--- src/rtl/mips_pkg.sv ---
// Shared encodings for the multicycle MIPS controller and its datapath.
// Holds the opcode constants, the controller state enum and the
// ALUSrcB / ALUOp / PCSource mux encodings.
package mips_pkg;

    // Instruction opcodes (6-bit primary opcode field)
    localparam logic [5:0] OP_R   = 6'b000000;
    localparam logic [5:0] OP_LW  = 6'b000100;
    localparam logic [5:0] OP_SW  = 6'b000101;
    localparam logic [5:0] OP_BEQ = 6'b000110;
    localparam logic [5:0] OP_J   = 6'b000010;
    localparam logic [5:0] OP_JAL = 6'b000011;

    // Controller states; the encoding is visible on state_o
    typedef enum logic [3:0] {
        FETCH  = 4'd0,
        DECODE = 4'd1,
        MEMADR = 4'd2,
        MEMRD  = 4'd3,
        MEMWB  = 4'd4,
        MEMWR  = 4'd5,
        EXEC   = 4'd6,
        ALUWB  = 4'd7,
        BRANCH = 4'd8,
        JUMP   = 4'd9,
        HALT   = 4'd10
    } state_t;

    // ALU B-operand select
    localparam logic [1:0] SRCB_REG    = 2'b00;
    localparam logic [1:0] SRCB_FOUR   = 2'b01;
    localparam logic [1:0] SRCB_IMM    = 2'b10;
    localparam logic [1:0] SRCB_IMMSH2 = 2'b11;

    // ALU operation class
    localparam logic [1:0] ALU_ADD   = 2'b00;
    localparam logic [1:0] ALU_SUB   = 2'b01;
    localparam logic [1:0] ALU_FUNCT = 2'b10;

    // Next-PC source select
    localparam logic [1:0] PCSRC_ALU    = 2'b00;
    localparam logic [1:0] PCSRC_ALUOUT = 2'b01;
    localparam logic [1:0] PCSRC_JUMP   = 2'b10;

endpackage

--- src/rtl/multicycle_control.sv ---
// Moore control FSM for a multicycle MIPS datapath.
// Ports:
//   clk, reset (async active-low)    -- clock and reset
//   opcode [OPW], mem_ready          -- IR opcode field, memory handshake
//   PCWrite .. Jal                   -- 1-bit datapath controls
//   ALUSrcB, ALUOp, PCSource [2]     -- mux / ALU selects (see mips_pkg)
//   illegal                          -- sticky undefined-opcode flag
//   state_o [4]                      -- current state (debug)
//   instr_count [WIDTH]              -- retired-instruction counter
module multicycle_control
    import mips_pkg::*;
#(
    parameter int unsigned WIDTH       = 32,
    parameter int unsigned OPW         = 6,
    parameter bit          MEM_WAIT_EN = 1'b1
) (
    input  logic             clk,
    input  logic             reset,
    input  logic [OPW-1:0]   opcode,
    input  logic             mem_ready,
    output logic             PCWrite,
    output logic             PCWriteCond,
    output logic             IorD,
    output logic             MemRead,
    output logic             MemWrite,
    output logic             IRWrite,
    output logic             MemToReg,
    output logic             RegDst,
    output logic             RegWrite,
    output logic             ALUSrcA,
    output logic             Jal,
    output logic [1:0]       ALUSrcB,
    output logic [1:0]       ALUOp,
    output logic [1:0]       PCSource,
    output logic             illegal,
    output logic [3:0]       state_o,
    output logic [WIDTH-1:0] instr_count
);

    state_t         state;
    state_t         state_nx;
    logic [OPW-1:0] op_q;
    logic           rdy_c;
    logic           retire_c;

    assign rdy_c   = MEM_WAIT_EN ? mem_ready : 1'b1;
    assign state_o = state;

    // Dispatch target for a freshly fetched opcode
    function automatic state_t decode_target(input logic [OPW-1:0] op);
        state_t t;
        if (op == OPW'(OP_LW) || op == OPW'(OP_SW))      t = MEMADR;
        else if (op == OPW'(OP_R))                       t = EXEC;
        else if (op == OPW'(OP_BEQ))                     t = BRANCH;
        else if (op == OPW'(OP_J) || op == OPW'(OP_JAL)) t = JUMP;
        else                                             t = HALT;
        return t;
    endfunction

    // State, latched opcode, sticky illegal flag and retire counter
    always_ff @(posedge clk or negedge reset) begin
        if (!reset) begin
            state       <= FETCH;
            op_q        <= '0;
            illegal     <= 1'b0;
            instr_count <= '0;
        end else begin
            state <= state_nx;
            if (state == DECODE) op_q <= opcode;
            if (state_nx == HALT) illegal <= 1'b1;
            if (retire_c) instr_count <= instr_count + WIDTH'(1);
        end
    end

    // An instruction retires on the edge that leaves its final state
    always_comb begin
        retire_c = 1'b0;
        case (state)
            MEMWB, ALUWB, BRANCH, JUMP: retire_c = 1'b1;
            MEMWR:                      retire_c = rdy_c;
            default:                    retire_c = 1'b0;
        endcase
    end

    // Next-state logic; after DECODE only op_q steers the flow
    always_comb begin
        state_nx = state;
        case (state)
            FETCH:  if (rdy_c) state_nx = DECODE;
            DECODE: state_nx = decode_target(opcode);
            MEMADR: state_nx = (op_q == OPW'(OP_LW)) ? MEMRD : MEMWR;
            MEMRD:  if (rdy_c) state_nx = MEMWB;
            MEMWR:  if (rdy_c) state_nx = FETCH;
            EXEC:   state_nx = ALUWB;
            MEMWB, ALUWB, BRANCH, JUMP: state_nx = FETCH;
            HALT:   state_nx = HALT;
            default: state_nx = FETCH;
        endcase
    end

    // Moore output decode, forced quiet while reset is held
    always_comb begin
        PCWrite     = 1'b0;
        PCWriteCond = 1'b0;
        IorD        = 1'b0;
        MemRead     = 1'b0;
        MemWrite    = 1'b0;
        IRWrite     = 1'b0;
        MemToReg    = 1'b0;
        RegDst      = 1'b0;
        RegWrite    = 1'b0;
        ALUSrcA     = 1'b0;
        Jal         = 1'b0;
        ALUSrcB     = SRCB_REG;
        ALUOp       = ALU_ADD;
        PCSource    = PCSRC_ALU;
        if (reset) begin
            case (state)
                FETCH: begin
                    MemRead = 1'b1;
                    ALUSrcB = SRCB_FOUR;
                    IRWrite = rdy_c;
                    PCWrite = rdy_c;
                end
                DECODE: ALUSrcB = SRCB_IMMSH2;
                MEMADR: begin
                    ALUSrcA = 1'b1;
                    ALUSrcB = SRCB_IMM;
                end
                MEMRD: begin
                    MemRead = 1'b1;
                    IorD    = 1'b1;
                end
                MEMWB: begin
                    RegWrite = 1'b1;
                    MemToReg = 1'b1;
                end
                MEMWR: begin
                    MemWrite = 1'b1;
                    IorD     = 1'b1;
                end
                EXEC: begin
                    ALUSrcA = 1'b1;
                    ALUOp   = ALU_FUNCT;
                end
                ALUWB: begin
                    RegDst   = 1'b1;
                    RegWrite = 1'b1;
                end
                BRANCH: begin
                    ALUSrcA     = 1'b1;
                    ALUOp       = ALU_SUB;
                    PCWriteCond = 1'b1;
                    PCSource    = PCSRC_ALUOUT;
                end
                JUMP: begin
                    PCWrite  = 1'b1;
                    PCSource = PCSRC_JUMP;
                    if (op_q == OPW'(OP_JAL)) begin
                        RegWrite = 1'b1;
                        Jal      = 1'b1;
                    end
                end
                default: ;
            endcase
        end
    end

endmodule

--- config.mk ---
export PLATFORM = sky130hd
export DESIGN_NAME = multicycle_control
export DESIGN_NICKNAME = d
export VERILOG_FILES = /design/src/rtl/mips_pkg.sv /design/src/rtl/multicycle_control.sv
export SDC_FILE = /design/constraint.sdc
export NUM_CORES = 1
export LEC_CHECK = 0
export CAP_MARGIN = 20
export CORE_MARGIN = 3
export CORE_UTILIZATION = 51
export DETAILED_ROUTE_END_ITERATION = 16
export PLACE_DENSITY_LB_ADDON = 0.2
export SLEW_MARGIN = 20
export SYNTH_ARGS = -nofsm -noshare
export SYNTH_HDL_FRONTEND = slang
export SYNTH_SLANG_ARGS = --single-unit
--- constraint.sdc ---
create_clock -name clk -period 3.9 [get_ports clk]
set_input_delay 0.585 -clock clk [delete_from_list [all_inputs] [get_ports clk]]
set_output_delay 0.585 -clock clk [all_outputs]
set_load 0.05 [all_outputs]
Word-level counts from Yosys, hierarchy flattened
Index checks and enable logic that the tools add are counted.
W data, S select, Z words.
Storage, ports and cells
  output and inout port bits: 54
  word-level logic and storage cells: 71
  bits of input ports: 9
  register bits: 43
Operators by class
  eq/ne operators: 18
  reductions and logical operators: 9
  add/subtract/negate cells: 1
  mux-type cells: 39
Operators by type and width (count)
  $add A32 B1 Y32 const B: 1
  $pmux W4 S7: 1
  $eq A6 B3 Y1 const B: 4
  $mux W1: 21
  $mux W4: 5
  $eq A6 B2 Y1 const B: 3
  $eq A4 B3 Y1 const B: 4
  $eq A4 B4 Y1 const B: 4
  $mux W2: 5
  $eq A4 B2 Y1 const B: 2
  $pmux W2 S2: 2
  $logic_not A6 Y1: 1
  $pmux W1 S2: 3
  $pmux W2 S3: 1
  $reduce_or A2 Y1: 3
  $eq A4 B1 Y1 const B: 1
  $logic_not A4 Y1: 1
  $reduce_or A4 Y1: 1
  $mux W3: 1
  $reduce_or A3 Y1: 1
  $logic_or A1 B1 Y1: 2

Depth between registers and ports, before layout
  depth after elaboration: 8
  gate-level depth with buffers: 7
  gate-level depth less buffers: 5

Worst setup path after synthesis
No wires, ideal clock.
  path type: register to output
  start point: register state[0] (netlist: state_o[0])
  end point: output port ALUSrcB[1]
  setup slack: 0.491 ns
  cell stages (with the launch flop): 5
  arrival: 2.824 ns
  data required time: 3.315 ns
  buffers on the path: 1
  cell sequence: dfrtp_1 > clkbuf_1 > nor2b_1 > nor2_1 > nor4b_1
On the way
  word-level cells in the longest chain between the ends: 3
  elaborated cells on any way between the ends: 5
  classes of those cells: eq/ne (2); mux (2); reduce/logical (1)
Ends and longest elaborated chain
  from (decl): line multicycle_control.sv:40  | state_t state;
  from (signal assigned): line multicycle_control.sv:68  | state <= state_nx;
  $eq A4 B2 Y1, or another cell as far along: line multicycle_control.sv:118  | case (state)
  $pmux W2 S3 (*): line multicycle_control.sv:118
  $mux W2 (*): line multicycle_control.sv:117  | if (reset) begin
  to (decl): line multicycle_control.sv:32  | output logic [1:0] ALUSrcB,
Every way passes the cells marked *; elsewhere a longest branch is shown, timed or not.

Final worst setup path
  start point: register state[1] (netlist: state_o[1])
  end point: output port ALUSrcB[1]
Same word-level chain as after synthesis.

==> summary.md <==
| Metric | Value |
|---|---|
| Core area | `4120 µm²` |
| 1st-pass router iterations | `4` |
| GR Util met1 | `27.3%` |
| Root Buffer | `clkbuf_8` |
| Crit Path Class | `register to primary output` |
| Vias in the first global route | `1812` |
| Largest cells by area after synthesis | `dfrtp_1 (48%), xnor2_1 (8.6%), xor2_1 (3.9%), nand2_1 (3.7%), nand3_1 (3.6%)` |
| Die W | `72.2 µm` |
| Sw frac | `44.2%` |
| Reg clk slew, reported paths | `0.08 ns` |
| GR Util met3 | `5.40%` |
| Nature of the critical path startpoint | `register` |
| Detailed Place HPWL | `3.43 mm` |
| Longest Clk Path Bufs | `2` |
| Die Y | `72.2 µm` |
| Busiest grt layer | `met2` |
| Slowest stage cell, crit path | `clkdlybuf4s50_1` |
| Clock power frac | `16.7%` |
| DRC Markers | `0` |
| Die area | `5210 µm²` |
| # diodes | `0` |
| Antenna Nets Post-Route | `0` |
| Slew HR | `47.1%` |
| Share of cells above drive strength 1 | `8.87%` |
| First-pass GRT wire length | `8.45 mm` |
| Leakage power | `1.15 nW` |
| Share of the synthesized area in the top cell type | `48.2%` |
| Status | `complete, no violations` |
| Avg WL per Cell | `14.3 µm` |
| Hold crit path type | `input port to asynchronous set/reset pin` |
| Pwr Density | `618 nW/µm²` |
| Register area share after synthesis | `48.2%` |
| Initial antenna violation count | `0` |
| NumNets Final | `291` |
| I/O pins | `63` |
| Fin crit share | `83.0%` |
| EDFF count, synth | `0` |
| Mapped Area | `2230 µm²` |
| Clock latency on the worst-skew pair | `0.29 ns` |
| CP Capture Type | `primary output` |
| Fill count | `331` |
| Distinct cell type count of the synthesized netlist | `41` |
| Post-CTS Setup Bufs | `0` |
| Mapped Cells | `218` |
| Mean Syn Cell Area | `10.2 µm²` |
| Maximum clock frequency | `0.309 GHz` |
| Largest fanout on the critical path | `16` |
| Power share of the sequential group | `36.2%` |
| CTS tree | `built` |
| Htree depth | `2` |
| Placed insts | `324` |
| Ys async rst share | `100%` |
| Initial Util | `54.2%` |
| Initial DRC count | `180` |
| Post-synth top area cell | `dfrtp_1` |
| Port Buffer Count | `62` |
| NetSw | `0.816 mW` |
| # rows | `23` |
| Minimum clock period | `3.24 ns` |
| Worst clock skew | `0.00808 ns` |
| CTS Sinks | `43` |
| Finished Core Util | `72.6%` |
| Unrepaired setup endpoints after global routing | `no` |
| Crit path required time | `3.31 ns` |
| Num CTS Buffers | `5` |
| Final WL | `4.76 mm` |
| Logic pwr share | `47.1%` |
| Post-CTS Resized | `0` |
| Area Growth Syn to Fin | `33.9%` |
| Final std cells w/o fill | `332` |
| Slew of the pin with the lowest slew margin | `0.792 ns` |
| Grt ovf | `0` |
| Net Count, Synth | `228` |
| GP Congestion | `0.808` |
| Vias | `1846` |
| # hold bufs at CTS | `0` |
| Most used DFF post-synth | `dfrtp_1` |
| Largest net degree at the start of global routing | `32` |
| All-Layer GR Usage | `20.5%` |
| Internal power | `1.03 mW` |
| Flop and latch count out of synthesis | `43` |
| CP Cell Sequence | `nor2b_1, nor2_1, nor4b_1, clkdlybuf4s50_1` |
| Met2 usage | `32.5%` |
| Peak supply drop | `0.000339 V` |
| Worst EP arrival | `2.65 ns` |
| Setup TNS | `0 ns` |
| Post-synth top cells | `dfrtp_1 (43), nand2_1 (22), xnor2_1 (22)` |
| Max-Cap Viols | `0` |
| Worst stage delay on the critical path | `0.86 ns` |
| Most numerous cell in the Yosys netlist | `dfrtp_1` |
| Finish-stage setup viols | `0` |
| Hold Vio Cnt, Final | `0` |
| Synthesis warning total | `0` |
| Slew Limit Fails | `0` |
| Via-per-instance ratio | `5.56` |
-- routing by layer --
layer | vias to the layer above | wire, µm
met2 | 55 | 2310
met5 | - | 0
met4 | 0 | 54
li1 | 887 | -
met3 | 5 | 287
met1 | 899 | 2110
-- power by group through the flow --
stage          registers [mW]  logic [mW]  clock network [mW]
6_report                0.669       0.869               0.308
5_1_grt                 0.694       0.935               0.333
4_1_cts                 0.669       0.876               0.319
3_5_place_dp            0.678       0.874                   0
3_3_place_gp            0.673       0.865                   0
2_1_floorplan           0.796       0.501                   0
-- path summary, 6_finish.rpt --
| kind | startpoint | endpoint | slack [ns] | cells after the start |
|---|---|---|---|---|
| worst max-delay path | state_o[1] | ALUSrcB[1] | 0.66 | 4 |
| worst min-delay path | reset | instr_count[10] | 0.20 | 1 |
| worst max register to register | state_o[1] | instr_count[17] | 1.52 | 5 |
| worst min register to register | instr_count[31] | instr_count[31] | 0.48 | 1 |
| max in group asynchronous | reset | instr_count[31] | 2.98 | 2 |
| min in group clk | instr_count[31] | instr_count[31] | 0.48 | 1 |
-- placed cells by master, fill, tap and decap left out, types with 3 or more instances in the layout --
master	netlist	final
nand2b_1	5	5
nor4b_1	3	3
nand3_1	16	16
nor3_1	8	8
mux2_2	7	7
clkbuf_8	0	7
or3_1	3	3
clkdlybuf4s50_1	0	61
and3_1	5	5
xor2_1	10	10
nor2_1	19	19
nor3b_1	3	3
o21ai_0	5	5
a21oi_1	4	4
xnor2_1	22	22
dfrtp_1	43	43
nand2_1	22	22
nor2b_1	4	4
nand4_1	7	7
-- cell type report --
cell class / instances / area, µm² / area share, %
multi-input combinational: 165 / 1110 / 37.1
inverter: 2 / 7.51 / 0.251
clock buffer: 7 / 96.3 / 3.22
timing repair buffer: 64 / 631 / 21.1
clock inverter: 1 / 7.51 / 0.251
sequential: 43 / 1080 / 36.0
tap: 50 / 62.6 / 2.09
-- cell families (layout without fill, tap and decap cells) --
kind of cell	count (synthesis)	after routing	share of synthesized area (%)
AO/OA/AOI/OAI	16	16	5.05
XOR/XNOR	32	32	12.6
adder cells (fa/ha/maj)	1	1	0.560
buffers and inverters	10	74	2.19
flip-flops	43	43	48.2
multiplexers	8	8	3.98
AND/OR/NAND/NOR	108	108	27.5
-- flip-flops by register name, indices dropped and copies added (netlist names) --
register	count
illegal	1
op_q	6
instr_count	32
state_o	4
-- critical path, delay by kind of cell, from the launching register on --
kind	cells	cell delay (ns)
buffers and inverters	1	0.86
DFF	1	0.67
and+or+nand+nor	3	0.82
-- through the flow --
step                hold WS (ns)  total power [mW]  instance area (µm²)  setup slack (ns)
detailed placement         0.469              1.55                 2880             0.914
global placement           0.460              1.54                 2880             0.948
CTS                        0.203              1.86                 2990             0.654
floorplan                  0.289              1.30                 2230             0.491
global route               0.215              1.96                 2990             0.416
finish                     0.204              1.85                 2990             0.664
No activity file was read; power rests on OpenSTA's default activity.
